File: src/rtl/mult_seq_ctrl.sv
`default_nettype none
// ============================================================================
// Module   : mult_seq_ctrl
// Brief    : Unsigned WIDTH x WIDTH multiplier that reuses a single 2x2
//            gate-level multiplier cell over every pair of 2-bit operand
//            digits, accumulating shifted partial products. Start/ready/done
//            handshake; product held in P until the next completion.
// Revision : 1.0 - initial release
// ============================================================================
module mult_seq_ctrl #(
  parameter int WIDTH = 8
) (
  input  logic               clk,
  input  logic               rst,
  input  logic               start,
  input  logic [WIDTH-1:0]   A,
  input  logic [WIDTH-1:0]   B,
  output logic               ready,
  output logic               done,
  output logic [2*WIDTH-1:0] P
);

  localparam int N  = WIDTH / 2;
  localparam int CW = (N > 1) ? $clog2(N) : 1;
  localparam int PW = 2 * WIDTH;
  localparam logic [CW-1:0] LAST = CW'(N - 1);

  typedef enum logic [1:0] {
    S_IDLE = 2'd0,
    S_RUN  = 2'd1,
    S_DONE = 2'd2
  } state_t;

  state_t          state_q, state_d;
  logic [WIDTH-1:0] a_q, a_d;
  logic [WIDTH-1:0] b_q, b_d;
  logic [CW-1:0]   i_q, i_d;
  logic [CW-1:0]   j_q, j_d;
  logic [PW-1:0]   acc_q, acc_d;
  logic [PW-1:0]   p_q, p_d;

  logic [1:0]      a_dig;
  logic [1:0]      b_dig;
  logic [3:0]      pp;
  logic [CW+1:0]   shamt;
  logic [PW-1:0]   pp_ext;
  logic [PW-1:0]   pp_shift;
  logic [PW-1:0]   sum;

  // Digit selection from the registered operands by the current i/j counters.
  always_comb begin
    a_dig = 2'b00;
    b_dig = 2'b00;
    for (int d = 0; d < N; d++) begin
      if (i_q == CW'(d)) a_dig = a_q[2*d +: 2];
      if (j_q == CW'(d)) b_dig = b_q[2*d +: 2];
    end
  end

  // The single shared 2x2 multiplier cell, written out at gate level.
  always_comb begin
    logic c1;
    pp[0] = a_dig[0] & b_dig[0];
    pp[1] = (a_dig[1] & b_dig[0]) ^ (a_dig[0] & b_dig[1]);
    c1    = (a_dig[1] & b_dig[0]) & (a_dig[0] & b_dig[1]);
    pp[2] = (a_dig[1] & b_dig[1]) ^ c1;
    pp[3] = (a_dig[1] & b_dig[1]) & c1;
  end

  // Partial product weighted by 4^(i+j) and added to the running sum.
  always_comb begin
    shamt    = {({1'b0, i_q} + {1'b0, j_q}), 1'b0};
    pp_ext   = {{(PW-4){1'b0}}, pp};
    pp_shift = pp_ext << shamt;
    sum      = acc_q + pp_shift;
  end

  // Next-state and datapath update for the IDLE/RUN/DONE sequence.
  always_comb begin
    state_d = state_q;
    a_d     = a_q;
    b_d     = b_q;
    i_d     = i_q;
    j_d     = j_q;
    acc_d   = acc_q;
    p_d     = p_q;
    case (state_q)
      S_IDLE: begin
        if (start) begin
          a_d     = A;
          b_d     = B;
          acc_d   = '0;
          i_d     = '0;
          j_d     = '0;
          state_d = S_RUN;
        end
      end
      S_RUN: begin
        acc_d = sum;
        if (j_q == LAST) begin
          j_d = '0;
          if (i_q == LAST) begin
            // Final digit pair: the completed sum goes straight to P.
            i_d     = '0;
            p_d     = sum;
            state_d = S_DONE;
          end else begin
            i_d = i_q + 1'b1;
          end
        end else begin
          j_d = j_q + 1'b1;
        end
      end
      S_DONE: begin
        state_d = S_IDLE;
      end
      default: begin
        state_d = S_IDLE;
      end
    endcase
  end

  // State and datapath registers with asynchronous clear.
  always_ff @(posedge clk or posedge rst) begin
    if (rst) begin
      state_q <= S_IDLE;
      a_q     <= '0;
      b_q     <= '0;
      i_q     <= '0;
      j_q     <= '0;
      acc_q   <= '0;
      p_q     <= '0;
    end else begin
      state_q <= state_d;
      a_q     <= a_d;
      b_q     <= b_d;
      i_q     <= i_d;
      j_q     <= j_d;
      acc_q   <= acc_d;
      p_q     <= p_d;
    end
  end

  // Outputs are decoded from state or taken straight from registers.
  always_comb begin
    ready = (state_q == S_IDLE);
    done  = (state_q == S_DONE);
    P     = p_q;
  end

endmodule
`default_nettype wire
File: config.mk
export PLATFORM = sky130hd
export DESIGN_NAME = mult_seq_ctrl
export DESIGN_NICKNAME = d
export VERILOG_FILES = /design/src/rtl/mult_seq_ctrl.sv
export SDC_FILE = /design/constraint.sdc
export NUM_CORES = 1
export LEC_CHECK = 0
export BUFFER_PORTS_ARGS = -buffer_cell sky130_fd_sc_hd__buf_2
export CAP_MARGIN = 10
export CORE_MARGIN = 2
export CORE_UTILIZATION = 59
export CTS_CLUSTER_DIAMETER = 80
export CTS_CLUSTER_SIZE = 24
export DETAILED_ROUTE_END_ITERATION = 12
export PLACE_DENSITY = 0.84
export SLEW_MARGIN = 20
export SYNTH_ARGS = -nofsm -noshare
export SYNTH_HDL_FRONTEND = slang
export SYNTH_SLANG_ARGS = --single-unit
File: constraint.sdc
create_clock -name clk -period 4.88 [get_ports clk]
set_clock_uncertainty 0.1 [all_clocks]
set_input_delay 0 -clock clk [delete_from_list [all_inputs] [get_ports clk]]
set_output_delay 0 -clock clk [all_outputs]
set_load 0.02 [all_outputs]
# Word level (Yosys, flattened, before mapping)
# Index checks and enable logic that the tools add are counted.
# classes
add_sub_neg	4
n_eq_ne	11
n_shift	1
n_mux	20
n_bitwise	8
n_reduce_logical	9
# op_table
cell	count
$pmux 16 s2	1
$mux 2	15
$add 16x16->16	1
$mux 16	1
$shl 4x4->16	1
$pmux 2 s2	3
$eq 2x2->1 const B	5
$reduce_and 3->1	3
$and 1x1->1	6
$eq 2x1->1 const B	3
$logic_not 2->1	3
$ne 2x2->1 const B	3
$add 2x1->2 const B	2
$reduce_and 2->1	2
$add 2x2->3	1
$reduce_bool 2->1	1
$xor 1x1->1	2
# word_totals
ff_bits	54
input_bits	19
output_inout_bits	18
elab_cells	60

# Longest topological paths before layout
# logic_depth
word_depth	11
depth_mapped	20
mapped_depth_nobuf	20

# Least setup slack after synthesis
# No wires, ideal clock.
# synth_path
kind	register to register
from	register i_q[1]
to	register p_q[13], in the netlist P[13]
setup_time_ns	0.124
arrival_time_ns	3.531
slack_ns	1.125
path_stages_with_launch	21
cell_sequence	dfrtp_1 -> inv_1 -> ha_1 -> nand3b_1 -> a21oi_1 -> a21oi_1 -> nor2_1 -> a21oi_1 -> nor2_1 -> ha_1 -> ha_1 -> nor3b_1 -> a31oi_1 -> nor2_1 -> ha_1 -> a21o_1 -> a31o_1 -> o21a_1 -> nor3_2 -> nor4_1 -> a211o_1
# synth_between
elab_chain_cells	10
word_cells_on_any_way	20
classes_between	add/sub: 2; eq/ne: 3; shift: 1; mux: 4; bitwise: 8; reduce/logical: 2
# synth_lines
item	line	text
from (decl)	37	logic [CW-1:0] i_q, i_d;
from (signal assigned)	137	i_q <= i_d;
$logic_not 2->1	55	if (i_q == CW'(d)) a_dig = a_q[2*d +: 2];
$mux 2 (4 in a row)	55	
$and 1x1->1	64, 65	
$and 1x1->1	65	c1 = (a_dig[1] & b_dig[0]) & (a_dig[0] & b_dig[1]);
$xor 1x1->1 or $and 1x1->1 (tied branches)	66, 67	
$shl 4x4->16	74	pp_shift = pp_ext << shamt;
$add 16x16->16	75	sum = acc_q + pp_shift;
to (signal assigned)	140	p_q <= p_d;
to (decl)	40	logic [PW-1:0] p_q, p_d;
# Several ways; a longest one is shown, not always the timed one.
# A chain may end at the register's enable or synchronous reset.

# Final worst setup path
# layout_path
from	register i_q[1]
to	register acc_q[13]
# layout_between
elab_chain_cells	11
word_cells_on_any_way	20
classes_between	add/sub: 2; eq/ne: 3; shift: 1; mux: 5; bitwise: 8; reduce/logical: 1
# layout_lines
item	line	text
$logic_not 2->1	55	
$mux 2 (4 in a row)	55	
$and 1x1->1	64, 65	
$and 1x1->1	65	
$xor 1x1->1 or $and 1x1->1 (tied branches)	66, 67	
$shl 4x4->16 (*)	74	
$add 16x16->16 (*)	75	
$pmux 16 s2 (*)	87	case (state_q)
to (signal assigned)	131	acc_q <= '0;
to (signal assigned)	139	acc_q <= acc_d;
to (decl)	39	logic [PW-1:0] acc_q, acc_d;
# Mark *: on every way between the ends. The rest lies on a longest branch, timed or not.

==> impl_metrics.csv <==
group,metric,value,unit
status,status,"finished, final reports clean",
cts,cts_buffer_depth,2,
synth,synth_cell_types,54,
cells_and_area,diodes,0,
cells_and_area,n_fill_cell,435,
placement,portBuffers,36,
synth,synth_warnings,0,
cells_and_area,syn_to_final_growth,13.3,%
synth,synth-async-reset-ratio,100,%
timing,final-hold-violation-count,0,
cts,root_buffer,"clkbuf_8",
floorplanning,rows,27,
worst_setup_path,start_kind,"register",
synth,synth-main-ff-cell,"dfrtp_1",
timing,hold_slack,0.0599,ns
timing,final.period_utilization,90.3,%
worst_setup_path,r2r-start,"i_q[1]",
power_and_ir_drop,pwr-share-clk,11.9,%
global_routing,gr-total-overflow,0,
global_routing,grt_pass1_vias,2820,
routing,drtIter0Drc,145,
min_path,holdPathEnd,"acc_q[14]",
timing,tightest_slew,0.951,ns
power_and_ir_drop,power_frac_seq,33.5,%
floorplanning,die_h,80.0,µm
global_routing,grt_pass1_wl,13300,µm
timing,grt_setup_unrepaired,"false",
power_and_ir_drop,p_int,1.26,mW
global_routing,grt_max_degree,55,
worst_setup_path,critPathArrivalTime,4.51,ns
worst_setup_path,end_kind,"register",
routing,vias,2849,
cells_and_area,drive_gt1_share,16.9,%
worst_setup_path,worstSetupPathType,"register to register",
cts,htree_num_levels,2,
timing,fmax,0.227,GHz
synth,synthCells,368,
cts,cts_resized,0,
cts,path_clk_slew,0.11,ns
synth,ys_seq_elements,54,
routing,wl_per_cell,16.2,µm
synth,synth_edf_count,0,
synth,synth.cell_area,3410,µm²
worst_setup_path,cp.required,4.98,ns
min_path,worstHoldPathCells,4,
cts,cts_sinks,54,
global_routing,antenna_found_initial,0,
min_path,worstHoldStart,"start",
cells_and_area,multi_input_area,1910,µm²
routing,drc,0,
power_and_ir_drop,vdd_drop_max,404,µV
timing,slew_headroom,36.6,%
power_and_ir_drop,power_switching,1.04,mW
power_and_ir_drop,p_comb_share,54.7,%
min_path,min_path_type,"input pin to register",
worst_setup_path,reg2regPathDepth,20,
synth,syn_nets,416,
timing,slew_viol_final,0,
timing,min_period,4.41,ns
cts,cts_tree,"done",
global_routing,grtUsageTotal,26.6,%
job,maxCapViolations,0,
timing,tns,0,ns
floorplanning,ios,37,
timing,setup_viol,0,
worst_setup_path,cp_max_fo,5,
power_and_ir_drop,cellPowerDensity,596,nW/µm²
placement,routabilityCongestion,0.986,
floorplanning,coreArea,5540,µm²
power_and_ir_drop,power.total,2.30,mW
worst_setup_path,reg2reg_slack,0.47,ns
cells_and_area,ff_latch_area,1350,µm²
synth,syn_avg_cell_area,9.26,µm²
synth,ys_seq_area_share,39.7,%
placement,hpwl,5320,µm
power_and_ir_drop,switching_share,45.4,%
cells_and_area,nets,460,
routing,ant_nets,0,
cts,insertion_delay,0.32,ns
power_and_ir_drop,leakagePower,1.77,nW
cts,post-cts-setup-buffers,0,
routing,first_pass_iters,5,
cts,ctsHoldBuffers,17,
routing,wirelength,7840,µm
floorplanning,die_area,6400,µm²
cts,cts_made_buffers,5,
floorplanning,initial_core_util,61.5,%
worst_setup_path,regToRegEndpoint,"acc_q[13]",
routing,via_per_inst,5.87,
floorplanning,die_x,80.0,µm
[flip-flops by register name, summed over array words and instances (netlist names)]
signal,count
i_q,2
P,16
j_q,2
acc_q,16
a_q,8
b_q,8
state_q,2
[final cells by class]
type / count / area share (%)
Clock buffer: 6 / 2.14
Timing Repair Buffer: 54 / 9.27
Clock inverter: 2 / 0.421
Sequential cell: 54 / 35.0
Inverter: 14 / 1.43
Multi-Input combinational cell: 283 / 49.4
Tap cell: 72 / 2.33
[cell usage after synthesis, types with 2 or more instances]
cell type / instances / area share [%]
xor2_1: 6 / 1.5
buf_2: 2 / 0.29
mux2_2: 16 / 5.3
nor2_1: 30 / 3.3
mux2i_1: 4 / 1.2
xnor2_1: 5 / 1.3
clkbuf_1: 9 / 0.99
nand3_1: 4 / 0.59
nor2b_1: 10 / 1.8
nor3_1: 5 / 0.73
dfrtp_1: 54 / 40
a211o_1: 2 / 0.51
o21ai_0: 31 / 4.6
o31a_1: 2 / 0.51
a22o_1: 2 / 0.51
and2_1: 2 / 0.37
fa_1: 2 / 1.2
buf_6: 3 / 0.99
buf_4: 2 / 0.44
ha_1: 27 / 9.9
a32o_1: 3 / 0.88
nand2b_1: 6 / 1.1
o22ai_1: 11 / 2.0
and3_1: 2 / 0.37
inv_1: 14 / 1.5
a21o_1: 4 / 0.88
nand4_1: 3 / 0.55
a21oi_1: 23 / 3.4
o21a_1: 4 / 0.88
nor4_1: 3 / 0.55
nand2_1: 52 / 5.7
nand3b_1: 3 / 0.66
[power groups by stage]
stage	logic [mW]	registers [mW]	clock network [mW]
after floorplan	0.929	0.798	0
after global placement	1.16	0.764	0
after detailed placement	1.22	0.773	0
after CTS	1.24	0.766	0.278
after global routing	1.40	0.792	0.293
final	1.26	0.770	0.273
[cells by family after synthesis]
| logic type | after synthesis | share of synthesized area (%) |
|---|---|---|
| buf+inv | 31 | 4.37 |
| compound gates | 97 | 18.3 |
| simple gates | 126 | 17.3 |
| mux | 20 | 6.46 |
| fa+ha+maj | 29 | 11.1 |
| flops | 54 | 39.7 |
| xor+xnor | 11 | 2.83 |
[worst max-delay path: stages, from the launching register on]
cell and delay (ns):
dfrtp_1 0.46, inv_1 0.12, ha_1 0.21, nand3b_1 0.12
a21oi_1 0.06, a21oi_1 0.16, nor2_1 0.07, a21oi_1 0.23
nor2_1 0.09, ha_1 0.21, ha_1 0.29, nor3b_1 0.15
a31oi_1 0.22, nor2_1 0.08, ha_1 0.34, a21o_1 0.22
a31o_1 0.20, o21a_1 0.21, nor3_2 0.35, nor4_1 0.09
a211o_1 0.30
[metal layers]
metal | track usage (%) | vias up | share of wire [%]
li1 | - | 1386 | -
met1 | 35.5 | 1351 | 45
met2 | 43.8 | 93 | 48
met3 | 4.52 | 19 | 4.7
met4 | 8.98 | 0 | 2.3
met5 | 0 | - | 0
[worst max-delay path by stage]
stage	startpoint	endpoint	slack, ns	depth (start not counted)
after CTS	i_q[1]	acc_q[13]	0.55	20
after global routing	i_q[1]	acc_q[13]	0.11	20
final	i_q[1]	acc_q[13]	0.47	20
after floorplan	i_q[1]	P[13]	1.13	20
after detailed placement	i_q[1]	acc_q[13]	0.58	20
after global placement	i_q[1]	acc_q[13]	0.76	20
[cells in the final DEF (no fill, tap or decap), types with 5 or more instances in the layout]
cell type	synthesis	layout
nand2_1	52	52
o21ai_0	31	31
xor2_1	6	6
nor2b_1	10	10
ha_1	27	27
xnor2_1	5	5
dlygate4sd3_1	0	17
clkbuf_8	0	6
buf_2	2	36
o22ai_1	11	11
a21oi_1	23	23
mux2_2	16	16
dfrtp_1	54	54
nand2b_1	6	6
nor2_1	30	30
inv_1	14	13
nor3_1	5	5
[through the flow]
stage	worst slack [ns]	cells	util [%]	cell area [µm²]
3_5_place_dp	0.578	460	64.8	3590
5_1_grt	0.110	485	69.7	3860
3_3_place_gp	0.758	460	64.8	3590
4_1_cts	0.555	485	69.7	3860
2_1_floorplan	1.13	368	-	3410
6_report	0.473	485	69.7	3860
Note: power is estimated with default switching activity, not from simulation.
